[config.mk]
export PLATFORM = sky130hd
export DESIGN_NAME = alu_result_stage
export DESIGN_NICKNAME = d
export VERILOG_FILES = /design/src/rtl/alu_pkg.sv /design/src/rtl/alu_skid_buf.sv /design/src/rtl/alu_result_stage.sv
export SDC_FILE = /design/constraint.sdc
export NUM_CORES = 1
export LEC_CHECK = 0
export ABC_AREA = 1
export CAP_MARGIN = 30
export CORE_MARGIN = 2
export CORE_UTILIZATION = 52
export CTS_CLUSTER_SIZE = 16
export DETAILED_ROUTE_END_ITERATION = 10
export HOLD_SLACK_MARGIN = 0.1
export PLACE_DENSITY = 0.93
export SETUP_SLACK_MARGIN = 0.05
export SYNTH_ARGS = -nofsm -noshare
export SYNTH_HDL_FRONTEND = slang
export SYNTH_SLANG_ARGS = --single-unit
[constraint.sdc]
create_clock -name clk -period 3.9 [get_ports clk]
set_input_delay 0.975 -clock clk [delete_from_list [all_inputs] [get_ports clk]]
set_output_delay 0.975 -clock clk [all_outputs]
set_load 0.01 [all_outputs]
[src/rtl/alu_pkg.sv]
// Shared definitions for the ALU result stage: flag packing and skid-buffer states.
package alu_pkg;

    // Flag vector width and bit positions: {carry, zero, parity, sign, overflow}
    localparam int unsigned FLAG_W      = 5;
    localparam int unsigned FLAG_CARRY  = 4;
    localparam int unsigned FLAG_ZERO   = 3;
    localparam int unsigned FLAG_PARITY = 2;
    localparam int unsigned FLAG_SIGN   = 1;
    localparam int unsigned FLAG_OVF    = 0;

    // Occupancy of the 2-entry skid buffer
    typedef enum logic [1:0] {
        EMPTY,
        ONE,
        TWO
    } skid_state_t;

endpackage

[src/rtl/alu_skid_buf.sv]
// Two-entry skid buffer with valid/ready on both sides.
// The head register drives the output; the skid register catches the
// second entry so that in_ready depends only on registered state.
module alu_skid_buf
    import alu_pkg::*;
#(
    parameter int unsigned W = 13
) (
    input  logic         clk,
    input  logic         rst,
    input  logic         in_valid,
    output logic         in_ready,
    input  logic [W-1:0] in_data,
    output logic         out_valid,
    input  logic         out_ready,
    output logic [W-1:0] out_data
);

    skid_state_t  state;
    skid_state_t  state_nxt;
    logic [W-1:0] head;
    logic [W-1:0] skid;
    logic         push;
    logic         pop;
    logic         ld_head_in;
    logic         ld_head_skid;
    logic         ld_skid;

    assign in_ready  = (state != TWO);
    assign out_valid = (state != EMPTY);
    assign push      = in_valid & in_ready;
    assign pop       = out_valid & out_ready;
    assign out_data  = head;

    // State, head and skid registers
    always_ff @(posedge clk) begin
        if (rst) begin
            state <= EMPTY;
            head  <= '0;
            skid  <= '0;
        end else begin
            state <= state_nxt;
            if (ld_head_in) begin
                head <= in_data;
            end else if (ld_head_skid) begin
                head <= skid;
            end
            if (ld_skid) begin
                skid <= in_data;
            end
        end
    end

    // Next-state and register load selection
    always_comb begin
        state_nxt    = state;
        ld_head_in   = 1'b0;
        ld_head_skid = 1'b0;
        ld_skid      = 1'b0;
        case (state)
            EMPTY: begin
                if (push) begin
                    ld_head_in = 1'b1;
                    state_nxt  = ONE;
                end
            end
            ONE: begin
                if (push && pop) begin
                    ld_head_in = 1'b1;
                end else if (push) begin
                    ld_skid   = 1'b1;
                    state_nxt = TWO;
                end else if (pop) begin
                    state_nxt = EMPTY;
                end
            end
            TWO: begin
                if (pop) begin
                    ld_head_skid = 1'b1;
                    state_nxt    = ONE;
                end
            end
            default: begin
                state_nxt = EMPTY;
            end
        endcase
    end

endmodule

[src/rtl/alu_result_stage.sv]
// Registered output stage behind full_adder: skid-buffers sum and flags,
// keeps a sticky OR of accepted flags and a saturating accept counter.
// Optional macro ALU_RESULT_FLAG_CHECK_EN enables the zero/parity flag
// consistency check driving chk_err; otherwise chk_err is tied 0.
module alu_result_stage
    import alu_pkg::*;
#(
    parameter int unsigned DATA_W = 8,
    parameter int unsigned CNT_W  = 8
) (
    input  logic              clk,
    input  logic              rst,
    input  logic              in_valid,
    output logic              in_ready,
    input  logic [DATA_W-1:0] in_data,
    input  logic [FLAG_W-1:0] in_flags,
    output logic              out_valid,
    input  logic              out_ready,
    output logic [DATA_W-1:0] out_data,
    output logic [FLAG_W-1:0] out_flags,
    output logic [FLAG_W-1:0] sticky_flags,
    input  logic              clr_sticky,
    output logic [CNT_W-1:0]  acc_count,
    output logic              chk_err
);

    localparam int unsigned PW = DATA_W + FLAG_W;

    logic [PW-1:0]    buf_out;
    logic             push;
    logic [CNT_W-1:0] cnt_base;

    assign push = in_valid & in_ready;

    alu_skid_buf #(
        .W(PW)
    ) u_skid (
        .clk      (clk),
        .rst      (rst),
        .in_valid (in_valid),
        .in_ready (in_ready),
        .in_data  ({in_data, in_flags}),
        .out_valid(out_valid),
        .out_ready(out_ready),
        .out_data (buf_out)
    );

    assign out_data  = buf_out[PW-1:FLAG_W];
    assign out_flags = buf_out[FLAG_W-1:0];

    // A clear and a push in the same cycle: the clear applies first, the push still counts
    assign cnt_base = clr_sticky ? '0 : acc_count;

    // Sticky flag accumulation and saturating accept counter
    always_ff @(posedge clk) begin
        if (rst) begin
            sticky_flags <= '0;
            acc_count    <= '0;
        end else begin
            sticky_flags <= (clr_sticky ? '0 : sticky_flags) | (push ? in_flags : '0);
            if (push && (cnt_base != '1)) begin
                acc_count <= cnt_base + CNT_W'(1);
            end else begin
                acc_count <= cnt_base;
            end
        end
    end

`ifdef ALU_RESULT_FLAG_CHECK_EN
    logic chk_q;
    logic flag_bad;

    assign flag_bad = ((in_data == '0) != in_flags[FLAG_ZERO]) ||
                      ((^in_data) != in_flags[FLAG_PARITY]);

    // Sticky zero/parity mismatch; a mismatch in the clear cycle still sets it
    always_ff @(posedge clk) begin
        if (rst) begin
            chk_q <= 1'b0;
        end else begin
            chk_q <= (clr_sticky ? 1'b0 : chk_q) | (push & flag_bad);
        end
    end

    assign chk_err = chk_q;
`else
    assign chk_err = 1'b0;
`endif

endmodule

==> run_results.csv, run 1 <==
group,metric,value,unit
timing,final_max_slew_viol_count,0,
drt,wl_met1,1860,um
critical_path,arrival,1.60,ns
floorplan,rows,21,
drt,route.met2.wl,2120,um
timing,slew_headroom,47.7,%
global_routing,grt_pass1_vias,1719,
critical_path,crit_fanout,5,
min_path,hold_start,"sticky_flags[2]",
synthesis,yosys_warnings,0,
clocking,cts_tree,"yes",
drt,wl_met3,222,um
timing,fin_crit,2.57,ns
critical_path,max_stage_delay,0.48,ns
drt,drt_iter0_markers,114,
drt,wl,4310,um
synthesis,synth_ff_type,"dfxtp_1",
critical_path,critical_path.most_common_cell,"inv_2",
outcome,status,"finished clean",
clocking,hold_buffers,0,
clocking,htreeDepth,2,
synthesis,synth_cell_types,26,
drt,drc_errors,0,
synthesis,synth_cells,266,
synthesis,synth-seq-cells,41,
timing,skew,0.0129,ns
critical_path,timing.rr.start,"acc_count[0]",
timing,fin_ws,1.33,ns
cells_and_area,nets,326,
cells_and_area,area_growth,28.5,%
floorplan,start_util,55.1,%
drt,top_layer,"met4",
synthesis,syn-num-nets,285,
critical_path,crit_chain,"inv_2 -> nor2_2 -> inv_2 -> clkdlybuf4s50_1",
timing,final.setup.tns,0,ns
critical_path,worstPathRequired,2.92,ns
clocking,cts.sinks,41,
cells_and_area,fillers,276,
cells_and_area,regArea,821,sq um
placed_design,io_buffer_count,45,
power,p_total,0.880,mW
timing,min_period_over_period,65.9,%
min_path,worst_hold_path_type,"reg -> reg",
power,irDropWorstVdd,0.285,mV
power,p_leak,0.977,nW
floorplan,die_w,63.9,um
floorplan,num_io_pins,47,
placed_design,dp.final_hpwl,3050,um
critical_path,slowest_stage,"clkdlybuf4s50_1",
clocking,numCtsBuffers,5,
cells_and_area,drive_above_1_share,9.74,%
timing,rsz0062_at_grt,"false",
timing,fmax,0.389,GHz
synthesis,yosysSeqAreaShare,43.9,%
job,maxCapViolCount,0,
clocking,clk_path_buf_depth,2,
synthesis,syn_area,0.00187,sq mm
clocking,cts_root_buf,"clkbuf_4",
timing,hold_violations,0,
global_routing,grt_util_all_layers,22.2,%
synthesis,synthArstFlopShare,0,%
floorplan,die_area,0.00409,sq mm
timing,tightest_slew,0.784,ns
drt,avgViaCountPerCell,5.21,
placed_design,gp_congestion,0.906,
global_routing,antenna_found_initial,0,
timing,setup_violations,0,
floorplan,core_area,0.00339,sq mm
clocking,clock_latency,0.38,ns
global_routing,gr-total-overflow,0,
clocking,ctsResizeCount,0,
critical_path,path_class,"reg -> out",
drt,vias,1845,
cells_and_area,multi_input_area,890,sq um
drt,first_pass_iters,4,
synthesis,syn_avg_cell_area,7.02,sq um
drt,wl_per_cell,12.2,um
critical_path,setup.worst_path.start,"u_skid.state[1]",
global_routing,grt_pass1_wl,7130,um
drt,postRouteAntennaNets,0,
cells_and_area,diodes,0,
critical_path,cp-start-kind,"register",
global_routing,grt_max_degree,33,
placed_design,place_ws,1.09,ns
power,power_density,367,mW/mm^2
synthesis,synth_edf_count,0,
critical_path,critPathCaptureType,"output port",
clocking,postCtsSetupBuffers,0,
floorplan,fp.dieH,63.9,um
clocking,clk_pin_slew,0.14,ns
==> per-layer routing <==
metal | global-route usage (%) | vias to the layer above
li1 | - | 929
met1 | 24.8 | 847
met2 | 38.2 | 56
met3 | 6.16 | 13
met4 | 11.7 | 0
met5 | 0 | -
==> synth_stat cells, types with 3 or more instances <==
cell / instances / area share [%]
a21oi_1: 29 / 7.8
nor2_4: 4 / 2.4
nor2_2: 3 / 1.0
buf_2: 3 / 0.80
nand3_1: 12 / 3.2
inv_2: 9 / 1.8
nor2_1: 41 / 8.2
clkbuf_1: 5 / 1.0
o21ai_0: 24 / 6.4
inv_1: 17 / 3.4
dfxtp_1: 41 / 44
nand2_2: 3 / 1.0
nand2_1: 58 / 12
==> layout make-up <==
type                    count  area share (%)
inverters                  26            4.07
repair buffers             45            18.8
clock inverters             3            1.93
multi-input cells         188            37.1
well taps                  46            2.40
flip-flops and latches     41            34.2
clock buffers               5            1.56
==> stage by stage <==
| stage | hold slack [ns] | util (%) | std cells | area, sq um |
|---|---|---|---|---|
| 6_report | 0.479 | 70.8 | 354 | 2400 |
| 5_1_grt | 0.504 | 70.8 | 354 | 2400 |
| 4_1_cts | 0.481 | 70.8 | 354 | 2400 |
| 3_5_place_dp | 0.461 | 68.3 | 346 | 2320 |
| 3_3_place_gp | 0.456 | 68.3 | 346 | 2320 |
| 2_1_floorplan | 0.454 | - | 266 | 1870 |
==> registers in the layout (all words and copies together) (netlist names) <==
register	count
acc_count	8
u_skid.skid	13
u_skid.state	2
sticky_flags	5
u_skid.out_data	13
==> path summary, 6_finish.rpt <==
kind	end	slack [ns]	cells past startpoint
setup / recovery	in_ready	1.33	4
hold / removal	sticky_flags[2]	0.48	2
setup reg to reg	acc_count[1]	2.25	9
hold reg to reg	sticky_flags[2]	0.48	2
==> where the power goes <==
| group | switching, mW | internal [mW] | leakage [nW] | total, mW |
|---|---|---|---|---|
| Clock | 0.151 | 0.136 | 0.0414 | 0.286 |
| Combinational | 0.0749 | 0.0653 | 0.599 | 0.140 |
| Sequential | 0.0123 | 0.441 | 0.336 | 0.453 |
| Total | 0.238 | 0.642 | 0.977 | 0.880 |
==> placed cells by master (no fill, tap or decap) <==
cell type / Yosys / final
a21oi_1: 29 / 29
a21oi_4: 1 / 1
a31oi_1: 1 / 1
bufinv_16: 0 / 1
clkbuf_4: 0 / 5
clkdlybuf4s50_1: 0 / 45
clkinv_4: 0 / 1
clkinvlp_4: 0 / 1
conb_1: 1 / 1
dfxtp_1: 41 / 41
ha_1: 1 / 1
inv_1: 17 / 17
inv_2: 9 / 9
nand2_1: 58 / 58
nand2_2: 3 / 3
nand3_1: 12 / 12
nand3_2: 1 / 1
nand3b_1: 1 / 1
nand4_1: 2 / 2
nor2_1: 41 / 41
nor2_2: 3 / 3
nor2_4: 4 / 4
nor3_1: 1 / 1
o21ai_0: 24 / 24
o21ai_1: 2 / 2
o21ai_2: 1 / 1
xor2_1: 2 / 2
==> kinds of logic after synthesis <==
kind of cell	synth area share, %
buffers and inverters	8.44
XOR/XNOR	0.938
AND/OR/NAND/NOR	29.4
other	0.201
flip-flops	43.9
adder cells (fa/ha/maj)	0.670
AO/OA/AOI/OAI	16.4
==> worst max-delay path: cells and delay by family (launching register included) <==
kind	cells	cell delay, ns
and+or+nand+nor	1	0.19
DFF	1	0.42
buffers and inverters	3	0.64
Note: power is estimated with default switching activity, not from simulation.
==> inputs of run 2 (changes only) <==
--- a/config.mk
+++ b/config.mk
@@ -8,11 +8,11 @@
 export ABC_AREA = 1
 export CAP_MARGIN = 30
 export CORE_MARGIN = 2
-export CORE_UTILIZATION = 52
+export CORE_UTILIZATION = 48
 export CTS_CLUSTER_SIZE = 16
 export DETAILED_ROUTE_END_ITERATION = 10
 export HOLD_SLACK_MARGIN = 0.1
-export PLACE_DENSITY = 0.93
+export PLACE_DENSITY = 0.87
 export SETUP_SLACK_MARGIN = 0.05
 export SYNTH_ARGS = -nofsm -noshare
 export SYNTH_HDL_FRONTEND = slang
==> constraint.sdc (replaced) <==
create_clock -name clk -period 2.5 [get_ports clk]
set_input_delay 0.625 -clock clk [delete_from_list [all_inputs] [get_ports clk]]
set_output_delay 0.625 -clock clk [all_outputs]
set_load 0.01 [all_outputs]
==> run_results.csv, run 2 (same netlist as run 1, synthesis figures left out) <==
group,metric,value,unit
cells_and_area,diodes,0,
power,seqPwrFrac,47.5,%
critical_path,critPathCaptureType,"output port",
floorplan,start_util,50.6,%
drt,wl,4270,um
critical_path,worstPathRequired,1.88,ns
cells_and_area,regArea,821,sq um
floorplan,die_area,0.00441,sq mm
global_routing,gr-total-overflow,0,
cells_and_area,finish.utilization,67.0,%
cells_and_area,fillers,332,
cells_and_area,final_common_cell,"nand2_1",
clocking,numCtsBuffers,5,
critical_path,setup.worst_path.start,"u_skid.state[1]",
clocking,clk_path_buf_depth,2,
placed_design,gp_congestion,0.826,
drt,vias,1826,
timing,hold_violations,0,
timing,setup_violations,0,
clocking,clk_pin_slew,0.07,ns
critical_path,timing.rr.start,"acc_count[0]",
power,p_clk_share,37.3,%
placed_design,place_ws,0.174,ns
global_routing,antenna_found_initial,0,
placed_design,dp.final_hpwl,2970,um
cells_and_area,multi_input_area,890,sq um
timing,hold_ws,0.467,ns
timing,skew,0.00347,ns
cells_and_area,drive_above_1_share,10.9,%
critical_path,cp-start-kind,"register",
power,p_int,1.12,mW
placed_design,dpl_cell_area,0.00236,sq mm
timing,fin_ws,0.418,ns
power,p_total,1.48,mW
placed_design,dpl.cell_count,353,
drt,drc_errors,0,
power,switchingPower,0.364,mW
critical_path,arrival,1.46,ns
timing,min_period_over_period,83.3,%
floorplan,fp.dieH,66.4,um
clocking,htreeDepth,2,
power,pwr-share-comb,15.2,%
critical_path,path_class,"reg -> out",
floorplan,rows,22,
clocking,cts_root_buf,"clkbuf_8",
timing,fin_crit,2.08,ns
global_routing,grt_max_degree,33,
clocking,hold_buffers,0,
cells_and_area,area_growth,32.4,%
drt,wl_per_cell,11.8,um
global_routing,grt_util_all_layers,20.1,%
floorplan,num_io_pins,47,
min_path,worst_hold_path_type,"reg -> reg",
power,power_density,601,mW/mm^2
min_path,hold_start,"sticky_flags[4]",
power,p_leak,1.02,nW
timing,rsz0062_at_grt,"false",
job,maxCapViolCount,0,
timing,final_max_slew_viol_count,0,
placed_design,io_buffer_count,45,
cells_and_area,layoutNonFillerInstCount,361,
drt,postRouteAntennaNets,0,
cells_and_area,postLayoutCellArea,0.00247,sq mm
clocking,cts.sinks,41,
power,irDropWorstVdd,0.412,mV
clocking,cts_tree,"yes",
clocking,clock_latency,0.29,ns
timing,final.setup.tns,0,ns
cells_and_area,final_cell_mix,"58 x nand2_1, 45 x clkdlybuf4s50_1, 41 x nor2_1, 41 x dfxtp_1, 29 x a21oi_1",
clocking,postCtsSetupBuffers,0,
drt,drt_iter0_markers,110,
floorplan,die_w,66.4,um
drt,first_pass_iters,4,
global_routing,grt_pass1_vias,1553,
drt,avgViaCountPerCell,5.06,
global_routing,grt_pass1_wl,6770,um
power,swShare,24.5,%
clocking,ctsResizeCount,0,
timing,fmax,0.480,GHz
outcome,status,"finished clean",
critical_path,crit_fanout,5,
floorplan,core_area,0.00369,sq mm
cells_and_area,nets,331,
-- run 2: changes by cell type in the layout (fill, tap and decap cells not counted) --
cell and delta:
clkinv_4 -1, clkbuf_4 -5, clkbuf_8 +6, clkbuf_1 +1, buf_4 +5, clkinvlp_4 -1
-- run 2: critical path: stages, from the launching register on --
cell and delay, ns:
dfxtp_1 0.38, inv_2 0.08, nor2_2 0.17, inv_2 0.07, clkdlybuf4s50_1 0.48
-- run 2: layout make-up --
| type | count | area share, % |
|---|---|---|
| clock buffer | 7 | 3.49 |
| clock inverter | 1 | 1.21 |
| inverter | 26 | 3.95 |
| sequential | 41 | 33.2 |
| multi-input combinational | 188 | 36.0 |
| tap | 48 | 2.43 |
| timing repair buffer | 50 | 19.7 |
-- run 2: path summary, 6_finish.rpt --
path | end | slack, ns | depth (start not counted)
worst max-delay path | in_ready | 0.42 | 4
worst min-delay path | sticky_flags[4] | 0.47 | 2
worst max register to register | acc_count[7] | 0.84 | 9
worst min register to register | sticky_flags[4] | 0.47 | 2
-- run 2: layer usage --
| layer | wire length [um] | part of all wire [%] | vias up | global-route usage [%] |
|---|---|---|---|---|
| met5 | 0 | 0 | - | 0 |
| met4 | 25 | 0.59 | 0 | 5.36 |
| met3 | 253 | 5.9 | 4 | 7.50 |
| met2 | 2060 | 48 | 50 | 34.3 |
| met1 | 1940 | 45 | 827 | 23.6 |
| li1 | - | - | 945 | - |
-- run 2: power by group through the flow --
stage / Clock, mW / Sequential [mW] / Combinational [mW]
after global routing: 0.589 / 0.710 / 0.249
after floorplan: 0 / 0.730 / 0.109
final: 0.553 / 0.706 / 0.226
after global placement: 0 / 0.720 / 0.221
after CTS: 0.560 / 0.706 / 0.227
after detailed placement: 0 / 0.721 / 0.226
